File: src/rtl/pu_demux.sv
// Demultiplexer PU: loads a selector and a value from the bus, then presents
// MUX_SIZE slots, one per output-enable strobe, with only the selected slot non-zero.
module pu_demux #(
  parameter int DATA_WIDTH = 32,
  parameter int ATTR_WIDTH = 4,
  parameter int MUX_SIZE   = 4,
  parameter int SEL_WIDTH  = $clog2(MUX_SIZE)
) (
  input  logic                  clk,
  input  logic                  rst,
  input  logic                  signal_load,
  input  logic                  signal_sel,
  input  logic [DATA_WIDTH-1:0] data_in,
  input  logic [ATTR_WIDTH-1:0] attr_in,
  input  logic                  signal_oe,
  output logic [DATA_WIDTH-1:0] data_out,
  output logic [ATTR_WIDTH-1:0] attr_out
);

  // state    | meaning
  // ST_EMPTY | reset state, nothing loaded or sequence fully read
  // ST_SEL   | selector held, waiting for a value
  // ST_READY | selector and value held, slots readable
  typedef enum logic [1:0] {
    ST_EMPTY = 2'd0,
    ST_SEL   = 2'd1,
    ST_READY = 2'd2
  } state_t;

  localparam logic [SEL_WIDTH-1:0]  LAST_SLOT    = SEL_WIDTH'(MUX_SIZE - 1);
  localparam logic [ATTR_WIDTH-1:0] ATTR_INVALID = ATTR_WIDTH'(1);

  logic                  r_load;
  logic                  r_sel;
  logic [DATA_WIDTH-1:0] r_data;
  logic [ATTR_WIDTH-1:0] r_attr;

  state_t                r_state;
  logic [SEL_WIDTH-1:0]  r_selector;
  logic [SEL_WIDTH-1:0]  r_n;
  logic [DATA_WIDTH-1:0] r_value;
  logic [ATTR_WIDTH-1:0] r_vattr;
  logic [DATA_WIDTH-1:0] r_data_out;
  logic [ATTR_WIDTH-1:0] r_attr_out;

  state_t                w_state_nxt;
  logic [SEL_WIDTH-1:0]  w_selector_nxt;
  logic [SEL_WIDTH-1:0]  w_n_nxt;
  logic [DATA_WIDTH-1:0] w_value_nxt;
  logic [ATTR_WIDTH-1:0] w_vattr_nxt;
  logic [DATA_WIDTH-1:0] w_data_out_nxt;
  logic [ATTR_WIDTH-1:0] w_attr_out_nxt;

  always_ff @(posedge clk or negedge rst) begin
    if (!rst) begin
      r_load <= 1'b0;
      r_sel  <= 1'b0;
      r_data <= '0;
      r_attr <= '0;
    end else begin
      r_load <= signal_load;
      r_sel  <= signal_load & signal_sel;
      r_data <= data_in;
      r_attr <= attr_in;
    end
  end

  always_ff @(posedge clk or negedge rst) begin
    if (!rst) begin
      r_state <= ST_EMPTY;
    end else begin
      r_state <= w_state_nxt;
    end
  end

  always_ff @(posedge clk or negedge rst) begin
    if (!rst) begin
      r_selector <= '0;
      r_n        <= '0;
      r_value    <= '0;
      r_vattr    <= '0;
      r_data_out <= '0;
      r_attr_out <= '0;
    end else begin
      r_selector <= w_selector_nxt;
      r_n        <= w_n_nxt;
      r_value    <= w_value_nxt;
      r_vattr    <= w_vattr_nxt;
      r_data_out <= w_data_out_nxt;
      r_attr_out <= w_attr_out_nxt;
    end
  end

  // Read is resolved first on the pre-commit state; a committing load then
  // overrides, so a selector load beats the wrap of the last slot.
  always_comb begin
    w_state_nxt    = r_state;
    w_selector_nxt = r_selector;
    w_n_nxt        = r_n;
    w_value_nxt    = r_value;
    w_vattr_nxt    = r_vattr;
    w_data_out_nxt = '0;
    w_attr_out_nxt = '0;

    if (signal_oe) begin
      if (r_state == ST_READY) begin
        if (r_n == r_selector) begin
          w_data_out_nxt = r_value;
          w_attr_out_nxt = r_vattr;
        end
        if (r_n == LAST_SLOT) begin
          w_n_nxt     = '0;
          w_state_nxt = ST_EMPTY;
        end else begin
          w_n_nxt = r_n + SEL_WIDTH'(1);
        end
      end else begin
        w_attr_out_nxt = ATTR_INVALID;
      end
    end

    if (r_sel) begin
      w_selector_nxt = r_data[SEL_WIDTH-1:0];
      w_n_nxt        = '0;
      w_state_nxt    = ST_SEL;
    end else if (r_load && (r_state != ST_EMPTY)) begin
      w_value_nxt = r_data;
      w_vattr_nxt = r_attr;
      w_state_nxt = ST_READY;
    end
  end

  assign data_out = r_data_out;
  assign attr_out = r_attr_out;

endmodule
File: config.mk
export PLATFORM = sky130hd
export DESIGN_NAME = pu_demux
export DESIGN_NICKNAME = d
export VERILOG_FILES = /design/src/rtl/pu_demux.sv
export SDC_FILE = /design/constraint.sdc
export NUM_CORES = 1
export LEC_CHECK = 0
export ABC_AREA = 1
export CORE_ASPECT_RATIO = 0.6
export CORE_UTILIZATION = 46
export CTS_CLUSTER_DIAMETER = 100
export DETAILED_ROUTE_END_ITERATION = 7
export PLACE_DENSITY = 0.75
export SLEW_MARGIN = 20
export SYNTH_ARGS = -nofsm -noshare
export SYNTH_HDL_FRONTEND = slang
export SYNTH_SLANG_ARGS = --single-unit
File: constraint.sdc
create_clock -name clk -period 1.4 [get_ports clk]
set_clock_uncertainty 0.2 [all_clocks]
set_input_delay 0.28 -clock clk [delete_from_list [all_inputs] [get_ports clk]]
set_output_delay 0.28 -clock clk [all_outputs]
set_load 0.05 [all_outputs]
==> results by group <==
Outcome
  • Outcome: finished with violations
  • Violated checks: setup timing

Clock network
  • Clk Latency, worst-skew pair: 0.41 ns
  • CTS Buffer Depth: 2
  • CTS Buf Count: 17
  • Clk sink count: 116
  • CTS Root Cell: clkbuf_16
  • CTS H-tree lvls: 4
  • Worst-path clk slew: 0.06 ns
  • CTS tree: built

Timing
  • Final hold vios: 0
  • Headroom to the max-slew limit: 75.6%
  • Setup-failing EPs final: 36
  • Post-layout min period: 1.48 ns
  • Worst-Margin Slew: 0.365 ns
  • FMAX: 676 MHz
  • Final worst path period share: 106%
  • Min setup slack post-route: -0.0796 ns
  • Slew Limit Fails: 0
  • Unrepaired setup endpoints after global routing: yes

Synthesis
  • Synth cell count leaders: dfrtp_1 (116), nand2_1 (51), inv_1 (43)
  • Syn nets: 354
  • Top post-synthesis cells by area: dfrtp_1 (74%), nand2_1 (4.9%), nor3_2 (4.9%)
  • Top-count cell post-synth: dfrtp_1
  • FF+latch count, synth: 116
  • Syn Inst Count: 312
  • Share of the synthesized area in the top cell type: 74.4%
  • Distinct cells, synth: 23
  • Avg Cell Area, Syn: 12.5 sq um
  • Largest area contributor in the netlist: dfrtp_1
  • Mapped cell area: 0.00390 sq mm
  • Post-synth EDFFs: 0
  • Register area share after synthesis: 74.4%
  • Total number of yosys warnings: 0
  • Fraction of registers with async set/reset: 100%
  • Most used DFF post-synth: dfrtp_1

Min path
  • Min-delay worst type: primary input to register

Place
  • Placed inst area: 0.00523 sq mm
  • DP HPWL: 4520 um
  • # port buffers: 76
  • GPL Wtd Cong: 0.736

Floorplanning
  • Die Y: 73.3 um
  • # IOs: 77
  • Num rows: 25
  • Core area: 0.00804 sq mm
  • Starting Density: 48.5%
  • Full die area: 0.00887 sq mm
  • Die width: 121 um

Pwr
  • Power Density: 1670 mW/mm^2
  • Total design power: 10.3 mW
  • Worst IR Drop VDD: 0.993 mV
  • Leak: 2.81 nW

Cells and area
  • Fin nets: 452
  • Finished Cell Area: 0.00615 sq mm
  • Layout fillers: 446
  • Fin util: 76.6%
  • Register Area: 0.00291 sq mm
  • Multi-input logic area: 930 sq um
  • Antenna diodes: 0
  • Layout area overhead: 57.7%
  • Layout cells sized above 1: 32.4%

Routing
  • Router iterations before antenna repair: 4
  • DRC violations left: 0
  • DR iter-0 viols: 179
  • Detailed-route wire length: 8250 um
  • Via count: 2537
  • Vias per cell: 4.78
  • WL/cell: 15.5 um
  • Final ANT Viol Nets: 0

Worst setup path
  • CP required: 0.92 ns
  • CP Launch Type: register
  • Worst reg2reg setup slack: 0.01 ns
  • Crit path max fanout: 1
  • Critical path class: register to output pin
  • Crit end category: output pin
  • Critical path arrival: 1.00 ns
  • CP Buf/Inv Count: 1
  • Cell family with most CP delay: flip-flops
  • CP peak stage delay: 0.43 ns
  • Slowest-stage cell, CP: dfrtp_1
  • Crit-path cells: buf_12

GRT
  • Vias in the first global route: 2560
  • Grt total ovfl: 0
  • First-pass GRT wire length: 12800 um
  • Initial antenna violation count: 0
  • Largest net degree at the start of global routing: 73
  • Total GRT Usage: 20.4%

Job
  • MaxCap Viol Count: 0
==> layout by cell type, fill, tap and decap left out, drive strengths merged <==
master,count
a21oi,2
buf,50
bufinv,3
clkbuf,23
clkdlybuf4s50,39
clkinv,7
clkinvlp,2
dfrtp,116
dlygate4sd3,1
ha,1
inv,44
nand2,52
nand3,1
nand4,2
nor2,5
nor3,35
o21ai,39
xnor2,1
==> area by class of cell <==
type	count	area share, %
clock buffers	20	7.42
flip-flops and latches	116	47.2
clock inverters	12	2.52
multi-input cells	138	15.1
repair buffers	93	22.8
inverters	44	2.72
well taps	108	2.20
==> cell families (layout without fill, tap and decap cells) <==
kind of cell             Yosys count  count (layout)  share of synthesized area, %
flip-flops                       116             116                          74.4
AO/OA/AOI/OAI                     41              41                          5.35
adder cells (fa/ha/maj)            1               1                         0.321
XOR/XNOR                           1               1                         0.224
AND/OR/NAND/NOR                   95              95                          13.2
buffers and inverters             58             169                          6.54
==> through the flow <==
| stage | hold WS [ns] | setup WS [ns] | TNS (ns) | instances |
|---|---|---|---|---|
| 2_1_floorplan | -0.216 | 0.0910 | 0 | 312 |
| 3_3_place_gp | 0.0820 | -0.130 | -4.24 | 490 |
| 3_5_place_dp | 0.0866 | -0.189 | -5.16 | 490 |
| 4_1_cts | 0.0972 | -0.0841 | -2.11 | 525 |
| 5_1_grt | 0.0945 | -0.106 | -4.17 | 531 |
| 6_report | 0.108 | -0.0796 | -1.51 | 531 |
==> state kept, by name, indices dropped and copies added (netlist names) <==
name and cells:
attr_out 4, data_out 32, r_attr 4, r_data 32
r_load 1, r_n 2, r_sel 1, r_selector 2
r_state 2, r_value 32, r_vattr 4
==> where the power goes <==
part	total (mW)	switching, mW	internal [mW]
clock network	4.40	1.51	2.89
logic	1.95	1.14	0.810
registers	3.96	0.187	3.77
total	10.3	2.84	7.47
==> layer usage <==
layer	part of all wire (%)	wire (um)	vias up	global-route usage, %
met1	45	3750	1260	26.8
met3	6.9	570	13	8.62
met2	46	3820	82	30.3
li1	-	-	1182	-
met5	0	0	-	0
met4	1.4	114	0	8.37
==> path summary, 6_finish.rpt <==
check	from	end	cells after the start
min reg2reg	r_data[25]$_DFF_PN0_	r_value[25]$_DFFE_PN0P_	2
max	attr_out[2]$_DFF_PN0_	attr_out[2]	1
max in group asynchronous	rst	r_data[15]$_DFF_PN0_	3
max reg2reg	r_selector[0]$_DFFE_PN0P_	data_out[8]$_DFF_PN0_	4
min in group asynchronous	rst	data_out[28]$_DFF_PN0_	3
min	data_in[4]	r_data[4]$_DFF_PN0_	1
==> repair_timing <==
action                                 in CTS  in global routing
setup endpoints to repair                  77                 90
endpoints found under the hold margin     116                  0
gates cloned                                0                  4
buffers inserted                            2                  2
pin swaps                                   1                  4
resized for setup                           7                 53
hold buffers                                1                  0
Note: power is estimated with default switching activity, not from simulation.
